$ cat src/rtl/addsub_ex_stage.sv
// rtl/addsub_ex_stage.sv - Add/sub execute stage with saturating adder, 1-entry output reg, Z/V/N flags; optional SAT_CNT_EN counter.

module Adder_16bit (
    input  logic [15:0] i_a,
    input  logic [15:0] i_b,
    input  logic        i_cin,
    output logic [15:0] o_sum,
    output logic        o_ovfl
);
    logic [15:0] w_raw;

    assign w_raw  = i_a + i_b + {15'd0, i_cin};
    assign o_ovfl = (i_a[15] == i_b[15]) && (w_raw[15] != i_a[15]);
    // A raw sign bit of 1 after overflow means the true result was too positive.
    assign o_sum  = o_ovfl ? (w_raw[15] ? 16'h7FFF : 16'h8000) : w_raw;
endmodule

module addsub_ex_stage #(
    parameter int CNT_W = 8
) (
    input  logic             clk,
    input  logic             rst,
    input  logic             in_valid,
    output logic             in_ready,
    input  logic [15:0]      in_a,
    input  logic [15:0]      in_b,
    input  logic             in_sub,
    input  logic             in_flags_we,
    input  logic             in_nowb,
    output logic             out_valid,
    input  logic             out_ready,
    output logic [15:0]      out_result,
    output logic             out_ovfl,
    output logic             flag_z,
    output logic             flag_v,
    output logic             flag_n,
    output logic [CNT_W-1:0] sat_count
);
    logic        r_out_valid;
    logic [15:0] r_out_result;
    logic        r_out_ovfl;
    logic        r_flag_z;
    logic        r_flag_v;
    logic        r_flag_n;
    logic [15:0] w_b_inv;
    logic [15:0] w_sat;
    logic        w_ovfl;
    logic        w_accept;

    assign w_b_inv  = in_sub ? ~in_b : in_b;
    assign in_ready = ~r_out_valid | out_ready;
    assign w_accept = in_valid & in_ready;

    Adder_16bit u_adder (
        .i_a    (in_a),
        .i_b    (w_b_inv),
        .i_cin  (in_sub),
        .o_sum  (w_sat),
        .o_ovfl (w_ovfl)
    );

    always_ff @(posedge clk) begin
        if (rst) begin
            r_out_valid  <= 1'b0;
            r_out_result <= 16'h0000;
            r_out_ovfl   <= 1'b0;
        end else if (w_accept && !in_nowb) begin
            r_out_valid  <= 1'b1;
            r_out_result <= w_sat;
            r_out_ovfl   <= w_ovfl;
        end else if (w_accept) begin
            // Compare-only: held entry survives only if it is not being consumed.
            r_out_valid  <= r_out_valid & ~out_ready;
        end else if (out_ready) begin
            r_out_valid  <= 1'b0;
        end
    end

    always_ff @(posedge clk) begin
        if (rst) begin
            r_flag_z <= 1'b0;
            r_flag_v <= 1'b0;
            r_flag_n <= 1'b0;
        end else if (w_accept && in_flags_we) begin
            r_flag_z <= (w_sat == 16'h0000);
            r_flag_v <= w_ovfl;
            r_flag_n <= w_sat[15];
        end
    end

`ifdef SAT_CNT_EN
    logic [CNT_W-1:0] r_sat_count;

    always_ff @(posedge clk) begin
        if (rst) begin
            r_sat_count <= '0;
        end else if (w_accept && w_ovfl && (r_sat_count != {CNT_W{1'b1}})) begin
            r_sat_count <= r_sat_count + 1'b1;
        end
    end

    assign sat_count = r_sat_count;
`else
    assign sat_count = '0;
`endif

    assign out_valid  = r_out_valid;
    assign out_result = r_out_result;
    assign out_ovfl   = r_out_ovfl;
    assign flag_z     = r_flag_z;
    assign flag_v     = r_flag_v;
    assign flag_n     = r_flag_n;
endmodule

$ cat config.mk
export PLATFORM = sky130hd
export DESIGN_NAME = addsub_ex_stage
export DESIGN_NICKNAME = d
export VERILOG_FILES = /design/src/rtl/addsub_ex_stage.sv
export SDC_FILE = /design/constraint.sdc
export NUM_CORES = 1
export LEC_CHECK = 0
export ABC_AREA = 0
export ABC_CLOCK_PERIOD_IN_PS = 4700
export CAP_MARGIN = 25
export CELL_PAD_IN_SITES_DETAIL_PLACEMENT = 1
export CELL_PAD_IN_SITES_GLOBAL_PLACEMENT = 1
export CORE_ASPECT_RATIO = 0.75
export CORE_MARGIN = 2
export CORE_UTILIZATION = 32
export CTS_BUF_LIST = sky130_fd_sc_hd__clkbuf_4 sky130_fd_sc_hd__clkbuf_8
export DETAILED_ROUTE_END_ITERATION = 8
export GPL_ROUTABILITY_DRIVEN = 0
export PLACE_DENSITY_LB_ADDON = 0.08
export REMOVE_ABC_BUFFERS = 1
export SETUP_SLACK_MARGIN = 0.15
export SLEW_MARGIN = 30
export SYNTH_ARGS = -nofsm -noshare
export SYNTH_HDL_FRONTEND = slang
export SYNTH_SLANG_ARGS = --single-unit
$ cat constraint.sdc
create_clock -name clk -period 4.7 [get_ports clk]
set_input_delay 0.94 -clock clk [delete_from_list [all_inputs] [get_ports clk]]
set_output_delay 0.94 -clock clk [all_outputs]
set_load 0.02 [all_outputs]
==> impl_metrics.ini <==
[status]
status = completed

[grt]
antenna_found_initial = 0
grt_use_met1 = 0.2099
overflow = 0
first_global_vias = 1663
track_usage = 0.1580
use_met2 = 0.2737
top_usage_layer = met2
grt_pass1_wl_mm = 7.976
grt_max_degree = 23
met3_usage = 0.03304

[power]
power_density_nw_per_um2 = 258.9
total_power_mw = 0.6432
peakVddDrop_mv = 0.1451
p_leak_nw = 1.024

[drt]
wire_per_inst_um = 13.82
vias_per_cell = 4.893
final_antenna_net_count = 0
drcViolationCount = 0
drt-total-wl_mm = 4.891
vias = 1732
drt_iter0_markers = 55
drt_first_pass_iters = 4

[sta]
setup_viol = 0
finalMaxSlewViolations = 0
tightest_slew_ns = 0.8315
timing.final.hold_violations = 0
fin_crit_sh = 0.8852
tns_ns = 0
slew_headroom = 0.4439
period_needed_ns = 4.160
finClkSkew_ns = 0.005221
fmax_ghz = 0.2404
rsz0062_at_grt = no

[cts]
hold_buffers = 0
cts_inserted_buffers = 3
clk_pin_slew_ns = 0.08
htreeDepth = 1
cts_tree = yes
clockBufferDepth = 2
clock_latency_ns = 0.26
postCtsSetupBuffers = 0
cts_resized = 0
root_buffer = clkbuf_8
cts.sinks = 21

[floorplanning]
start_util = 0.3314
num_rows = 23
fp.dieArea_um2 = 6129
pin_count = 69
die_y_um = 68.30
core_area_um2 = 5324
die_x_um = 89.74

[final_layout]
num-fill-cells = 660
final_util = 0.4667
antenna_cells = 0
multi_input_area_um2 = 1254
drive_above_1_share = 0.06093
ff_latch_area_um2 = 420.4
layout.nets = 335
syn_to_final_growth_pct = 40.85

[worst_setup_path]
critPathSlowestCell = clkdlybuf4s50_1
cp.arrival_ns = 4.37
crit_required_ns = 4.91
path_cells = clkdlybuf4s50_1 > buf_4 > xor2_1 > ha_1 > a21oi_1 > o21a_1 > o21ai_1 > xor2_1 > or4_1 > or4_1 > a2111oi_2 > a31o_1
crit_fanout = 8
cp_slowest_stage_delay_ns = 0.67
crit_family = compound AO/OA/AOI/OAI gates
critical_path_class = in2reg
cp-end-kind = flop
startpoint_type = primary input
worst-path-buf-inv = 2

[placement]
port_buffers = 60
dp_hpwl_mm = 4.016

[yosys]
synth_edf_count = 0
synth.distinct_cells = 48
async_reset_ff_frac = 0
synth_xor_area_frac = 0.1390
synthSimpleGateAreaFrac = 0.1858
synth_cells = 218
syn_area_um2 = 1764
synthFlopType = dfxtp_1
synth_mux_area_frac = 0.01418
seq_area_frac_synth = 0.2383
synth_fa_ha_area_frac = 0.1234
ys_ff_latch = 21
synth_compound_area_frac = 0.2312
yosysWarnings = 0
avgSynthCellArea_um2 = 8.093
synth_top_family_by_area = compound AO/OA/AOI/OAI gates

[min_path]
hp-class = reg2reg

[job]
maxCapViolations = 0
[worst reg2reg max path, cell delays in order, from the launching register on]
cell	delay [ns]
dfxtp_1	0.31
nand2b_1	0.14
nand2_1	0.08
nor2_1	0.09
buf_4	0.25
nand2_1	0.33
a21oi_1	0.25
nor3_1	0.08
[kinds of logic (layout without fill, tap and decap cells)]
kind of cell,count (synthesis),count (layout)
and+or+nand+nor,68,68
AOI/OAI and AO/OA,60,60
xor gates and xnor gates,28,28
DFF,21,21
buffers and inverters,21,75
adders and majority gates,17,17
muxes,2,2
other,1,8
[through the flow]
| stage | std cells | setup slack [ns] | hold WS [ns] | area [um^2] |
|---|---|---|---|---|
| after floorplan | 208 | 1.114 | 0.5273 | 1689 |
| after global placement | 350 | 0.3029 | 0.4463 | 2436 |
| after detailed placement | 350 | 0.2220 | 0.4640 | 2436 |
| after CTS | 354 | 0.4876 | 0.4746 | 2485 |
| after global routing | 354 | 0.2465 | 0.4993 | 2485 |
| final | 354 | 0.5398 | 0.4720 | 2485 |
[routing by layer]
layer  vias up  wire length (um)
met2        45              2163
met5         -                 0
met1       798              2424
met4         0                70
met3         6               231
li1        883                 -
[Yosys cell counts, drive strengths merged (2+ instances only)]
library cell | n | area (um^2)
nor3 | 15 | 75.07
or3 | 2 | 12.51
ha | 15 | 187.7
xnor2 | 7 | 61.31
and3 | 6 | 37.54
a31oi | 4 | 25.02
nand3 | 5 | 25.02
dfxtp | 21 | 420.4
o21a | 3 | 22.52
inv | 4 | 15.01
o21bai | 2 | 15.01
or2 | 2 | 12.52
nand2b | 2 | 12.51
clkbuf | 8 | 30.03
o21ai | 4 | 20.01
a211o | 2 | 17.52
xor2 | 21 | 183.9
a21oi | 26 | 130.1
nand2 | 11 | 41.29
a21boi | 3 | 22.52
buf | 9 | 71.32
or4 | 2 | 15.01
a21o | 3 | 22.52
a2111oi | 2 | 23.77
nor2 | 20 | 75.07
[flip-flops by register name, indices dropped and copies added (netlist names)]
register    count
out_valid       1
flag_n          1
flag_v          1
out_ovfl        1
flag_z          1
out_result     16
[worst paths after layout]
| kind | cells past startpoint | endpoint | slack (ns) | startpoint |
|---|---|---|---|---|
| setup reg to reg | 7 | out_result[10]$_SDFFE_PP0P_ | 3.02 | out_valid$_SDFFE_PP0P_ |
| hold reg to reg | 2 | out_result[9]$_SDFFE_PP0P_ | 0.47 | out_result[9]$_SDFFE_PP0P_ |
| setup / recovery | 12 | flag_z$_SDFFE_PP0P_ | 0.54 | in_sub |
| hold / removal | 2 | out_result[9]$_SDFFE_PP0P_ | 0.47 | out_result[9]$_SDFFE_PP0P_ |
[placed cells by master, fill, tap and decap left out, types with 2 or more instances in the layout]
cell type and instances:
or4_1 2, a21o_1 3, o21a_1 3, xor2_1 21, buf_4 7, inv_1 4
nand2_1 11, a21boi_0 3, or3_1 2, and3_1 6, a31oi_1 4, xnor2_1 7
conb_1 8, ha_1 15, nand3_1 5, a211o_1 2, dfxtp_1 21, a21oi_1 26
nand2b_1 2, nor2_1 20, nor3_1 15, clkbuf_8 3, o21ai_0 3, clkdlybuf4s50_1 60
o21bai_1 2
[cell type report]
type	instances	area share
Clock buffer	4	0.01964
Inverter	4	0.006042
Multi-Input combinational cell	183	0.5045
Sequential cell	21	0.1692
Tap cell	75	0.03776
Timing Repair Buffer	67	0.2628
[report_power, final]
group          switching [mW]  internal [mW]
Sequential            0.00703          0.192
Clock                  0.0582         0.0662
Combinational           0.172          0.148
Power figures use the tool's default switching activity.
